===== src/rtl/decode_instr_buffer.sv =====
// decode_instr_buffer
//
// Fetch-to-decode instruction buffer. This block replaces the old single-entry
// decode instruction register. It holds up to DEPTH instruction/PC pairs in a
// show-ahead FIFO, so the oldest pair is always on the decode outputs. It
// honours decode stall and pipeline flush, and back-pressures fetch with
// fetch_ready.
//
// Parameters:
//   ILEN       instruction width in bits
//   XLEN       PC width in bits
//   DEPTH      number of entries (power of two, >= 2)
//   NOP_INSTR  value driven on decode_instr when nothing is buffered
//
// Ports:
//   clk           clock, all state updates on posedge
//   rst_n         synchronous active-low reset
//   fetch_valid   fetch presents an instruction this cycle
//   fetch_ready   buffer can accept (push = fetch_valid && fetch_ready)
//   fetch_instr   fetched instruction
//   fetch_pc      PC of fetched instruction
//   decode_stall  decode cannot consume this cycle
//   flush         discard every buffered entry (branch/jump redirect)
//   decode_valid  decode_instr/decode_pc hold a real instruction
//   decode_instr  oldest buffered instruction, else NOP_INSTR
//   decode_pc     PC of oldest entry, else 0
//   count         number of occupied entries
//
// Optional feature: define DECODE_INSTR_BUFFER_PERF_EN to add two 32-bit
// counters:
//   perf_stall_cycles  counts cycles where decode stalls on a valid entry
//   perf_empty_cycles  counts cycles where the buffer is empty out of reset

module decode_instr_buffer #(
    parameter int               ILEN      = 32,
    parameter int               XLEN      = 32,
    parameter int               DEPTH     = 2,
    parameter logic [ILEN-1:0]  NOP_INSTR = ILEN'(32'h0000_0013)
) (
    input  logic                       clk,
    input  logic                       rst_n,
    input  logic                       fetch_valid,
    output logic                       fetch_ready,
    input  logic [ILEN-1:0]            fetch_instr,
    input  logic [XLEN-1:0]            fetch_pc,
    input  logic                       decode_stall,
    input  logic                       flush,
    output logic                       decode_valid,
    output logic [ILEN-1:0]            decode_instr,
    output logic [XLEN-1:0]            decode_pc,
    output logic [$clog2(DEPTH):0]     count
`ifdef DECODE_INSTR_BUFFER_PERF_EN
    ,
    output logic [31:0]                perf_stall_cycles,
    output logic [31:0]                perf_empty_cycles
`endif
);

    localparam int PW = $clog2(DEPTH);
    localparam int CW = PW + 1;

    logic [ILEN-1:0] instr_mem [DEPTH];
    logic [XLEN-1:0] pc_mem    [DEPTH];

    logic [PW-1:0]   rd_ptr;
    logic [PW-1:0]   wr_ptr;
    logic [CW-1:0]   count_q;
    logic            push;
    logic            pop;

    // fetch_ready depends only on the registered count and on reset. No
    // combinational path runs from decode_stall or flush back into fetch.
    // A full buffer refuses a push even when a pop happens in the same cycle.
    assign fetch_ready  = rst_n && (count_q < CW'(DEPTH));

    // Every output is gated with rst_n. While reset is held, decode sees an
    // empty buffer before the synchronous clear has taken effect.
    assign decode_valid = rst_n && (count_q != '0);
    assign count        = rst_n ? count_q : '0;
    assign decode_instr = decode_valid ? instr_mem[rd_ptr] : NOP_INSTR;
    assign decode_pc    = decode_valid ? pc_mem[rd_ptr]    : '0;

    assign push = fetch_valid && fetch_ready;
    assign pop  = decode_valid && !decode_stall && !flush;

    // Pointer and occupancy state. Flush sits just below reset, so a push or
    // pop in a flush cycle is discarded. Pointers wrap naturally because
    // DEPTH is a power of two.
    always_ff @(posedge clk) begin
        if (!rst_n) begin
            rd_ptr  <= '0;
            wr_ptr  <= '0;
            count_q <= '0;
        end else if (flush) begin
            rd_ptr  <= '0;
            wr_ptr  <= '0;
            count_q <= '0;
        end else begin
            if (push) begin
                wr_ptr <= wr_ptr + PW'(1);
            end
            if (pop) begin
                rd_ptr <= rd_ptr + PW'(1);
            end
            case ({push, pop})
                2'b10:   count_q <= count_q + CW'(1);
                2'b01:   count_q <= count_q - CW'(1);
                default: count_q <= count_q;
            endcase
        end
    end

    // Entry storage needs no reset. An entry is only observed once count
    // covers it, and count is cleared by reset and by flush.
    always_ff @(posedge clk) begin
        if (push && !flush) begin
            instr_mem[wr_ptr] <= fetch_instr;
            pc_mem[wr_ptr]    <= fetch_pc;
        end
    end

`ifdef DECODE_INSTR_BUFFER_PERF_EN
    // Performance counters. These wrap freely and are cleared only by reset.
    // A flush cycle adds nothing to the stall count because no head is
    // being held. Being in the else branch already implies rst_n is high,
    // so the empty count needs no separate rst_n term.
    always_ff @(posedge clk) begin
        if (!rst_n) begin
            perf_stall_cycles <= '0;
            perf_empty_cycles <= '0;
        end else begin
            if (decode_valid && decode_stall && !flush) begin
                perf_stall_cycles <= perf_stall_cycles + 32'd1;
            end
            if (count_q == '0) begin
                perf_empty_cycles <= perf_empty_cycles + 32'd1;
            end
        end
    end
`endif

endmodule


===== config.mk =====
export PLATFORM = sky130hd
export DESIGN_NAME = decode_instr_buffer
export DESIGN_NICKNAME = d
export VERILOG_FILES = /design/src/rtl/decode_instr_buffer.sv
export SDC_FILE = /design/constraint.sdc
export NUM_CORES = 1
export LEC_CHECK = 0
export CORE_ASPECT_RATIO = 0.8
export CORE_MARGIN = 2
export CORE_UTILIZATION = 45
export CTS_BUF_LIST = sky130_fd_sc_hd__clkbuf_4
export DETAILED_ROUTE_END_ITERATION = 12
export PLACE_DENSITY = 0.8
export SYNTH_ARGS = -nofsm -noshare
export SYNTH_HDL_FRONTEND = slang
export SYNTH_SLANG_ARGS = --single-unit

===== constraint.sdc =====
create_clock -name clk -period 6.4 [get_ports clk]
set_input_delay 0.64 -clock clk [delete_from_list [all_inputs] [get_ports clk]]
set_output_delay 0.64 -clock clk [all_outputs]
set_load 0.02 [all_outputs]

==> metrics.cfg <==
[clock_network]
cts_tree = yes
cts.sinks = 133
cts-buffers-inserted = 17
cts_root_buf = clkbuf_4
cts_resized = 0
clk_latency_ns = 0.51
path_clk_slew_ns = 0.12
cts_hold_buf = 0
cts_buffer_depth = 2
htree_levels = 4
cts_setup_buffers = 0

[logic_synthesis]
yosys_warnings = 0
yosys_register_bits = 133
synth_top_cell_area_share_pct = 76.0
syn_area_per_cell_um2 = 17.0
yosysUniqueCellTypes = 21
syn_area_um2 = 5060
syn_nets = 368
synth_seq_area_share_pct = 78.0
synth_area_leaders = edfxtp_1 76%, mux2i_1 13%, nor2_1 4.9%
synth_cells = 298
yosysTopAreaCell = edfxtp_1

[sta]
tightest_slew_ns = 1.13
fin_crit_sh_pct = 52.7
slew_viol_final = 0
final-hold-violation-count = 0
setup_violations = 0
rsz0062_at_grt = no
fin_skew_ns = 0.0173
layout_min_cycle_time_ns = 3.38
max_clock_freq_ghz = 0.296
finalSetupTns_ns = 0
worst_slew_margin_rel_pct = 24.4

[layout]
antenna_cells = 0
nNetsFinal = 514
drive_above_1_share_pct = 8.10
area_growth_pct = 36.2
utilization_pct = 63.2

[global_routing]
grt_max_degree = 65
grt_pass1_wl_um = 14700
track_usage_pct = 16.5
antenna_found_initial = 0
grt_overflow = 0
grt_pass1_vias = 3006

[floorplanning]
die_h_um = 98.8
core_area_um2 = 10900
io_pins = 137
dieArea_um2 = 12100
initial_core_util_pct = 46.4
num_rows = 34
die_w_um = 123

[worst_setup_path]
start_kind = flop
reg2reg_from = count_q[1]
crit_end = decode_instr[6]
regToRegSetupSlack_ns = 4.05
ff2ff_path_depth = 3
cp-startpoint = count_q[1]
r2r-end = pc_mem[1][5]
required_ns = 5.76
worst_setup_path_end_kind = output port
critical_path_arrival_ns = 2.74
crit_fanout = 34
critical_path_class = flop to output port

[detailed_routing]
wl_met3_um = 680
initialDrtViolationCount = 184
wl_met1_um = 4190
wl_met2_um = 4780
first_pass_iters = 6
route.detailed.drc = 0
routed.top_layer = met4
viasPerCell = 4.93
ant_nets = 0
wl_per_cell_um = 16.3
dr_total_vias = 2965
wl_um = 9810

[power]
peakVddDrop_mv = 0.191
finalPower_mw = 1.68
powerDensity_nw_per_um2 = 245
power_leakage_nw = 2.17

[placed_design]
dp_hpwl_um = 6290
routabilityCongestion = 0.729
port_buffers = 136

[run_status]
status = completed

[worst_hold_path]
hp-class = flop to flop

[job]
maxCapViolCount = 0

-- flip-flops by register name, indices dropped and copies added (netlist names), named ones only --
| register | count |
|---|---|
| count_q | 2 |
| instr_mem | 64 |
| pc_mem | 64 |
| rd_ptr | 1 |
| wr_ptr | 1 |
-- power by group --
part           switching (mW)  internal (mW)  total [mW]
clock                   0.300          0.306       0.605
combinational          0.0433         0.0588       0.102
sequential            0.00685          0.971       0.977
-- critical path: stages, from the launching register on --
cell,delay [ns]
dfxtp_1,0.41
o21ai_4,0.63
buf_4,0.46
nor2_1,0.13
clkdlybuf4s50_1,0.56
-- per-layer routing --
metal	global-route usage (%)	vias to the layer above
li1	-	1404
met1	20.3	1436
met2	26.9	108
met3	5.61	17
met4	6.63	0
met5	0	-
-- synthesized netlist by cell type --
cell      count
a21oi_1       1
or3_1         1
buf_4         6
inv_1         1
o21ai_1       1
nand2b_1      1
ha_1          1
buf_2         7
and4b_1       1
nor3b_1       1
xor2_1        2
o21bai_1      1
nand2_1       4
and2_1        2
xnor2_1       2
edfxtp_1    128
dfxtp_1       5
o21ai_0       1
nor2b_1       2
mux2i_1      64
nor2_1       66
-- cell type report --
cell class,count,area [um^2]
repair buffers,140,1390
multi-input cells,151,1050
inverters,1,3.75
flip-flops and latches,133,3950
clock buffers,17,128
clock inverters,15,188
fillers,827,4010
well taps,144,180
-- cell usage in the layout, fill, tap and decap left out --
| master | n |
|---|---|
| a21oi_1 | 1 |
| and2_1 | 2 |
| and4b_2 | 1 |
| buf_4 | 4 |
| bufinv_16 | 4 |
| clkbuf_4 | 17 |
| clkdlybuf4s50_1 | 136 |
| clkinv_1 | 3 |
| clkinv_2 | 3 |
| clkinv_4 | 3 |
| clkinvlp_4 | 2 |
| dfxtp_1 | 4 |
| dfxtp_4 | 1 |
| edfxtp_1 | 128 |
| ha_1 | 1 |
| inv_1 | 1 |
| mux2i_1 | 64 |
| nand2_1 | 4 |
| nand2b_1 | 1 |
| nor2_1 | 66 |
| nor2b_1 | 2 |
| nor3b_2 | 1 |
| o21ai_0 | 1 |
| o21ai_4 | 1 |
| o21bai_1 | 1 |
| or3_1 | 1 |
| xnor2_1 | 2 |
| xor2_1 | 2 |
-- worst min path at each step --
stage           start    to  slack [ns]  cells past startpoint
3_3_place_gp   rd_ptr  flop        0.49                      2
2_1_floorplan  rd_ptr  flop        0.47                      2
3_5_place_dp   rd_ptr  flop        0.50                      2
6_report       rd_ptr  flop        0.51                      2
5_1_grt        rd_ptr  flop        0.55                      2
4_1_cts        rd_ptr  flop        0.53                      2
-- cells by family (layout without fill, tap and decap cells) --
kind of cell               after synthesis  after routing  synth area share (%)
DFF                                    133            133                  78.0
and+or+nand+nor                         78             78                  6.29
muxes                                   64             64                  12.7
buffers and inverters                   14            173                  1.66
AOI/OAI and AO/OA                        4              4                 0.445
xor gates and xnor gates                 4              4                 0.693
adders and majority gates                1              1                 0.247
-- per-stage QoR --
step	instance area (um^2)	instances	setup WS [ns]	hold WS, ns
2_1_floorplan	5060	298	0.238	0.472
3_3_place_gp	6570	569	3.08	0.487
3_5_place_dp	6570	569	3.05	0.496
4_1_cts	6880	601	2.93	0.526
5_1_grt	6880	601	2.79	0.549
6_report	6880	601	3.02	0.515
No activity file was read; power rests on OpenSTA's default activity.
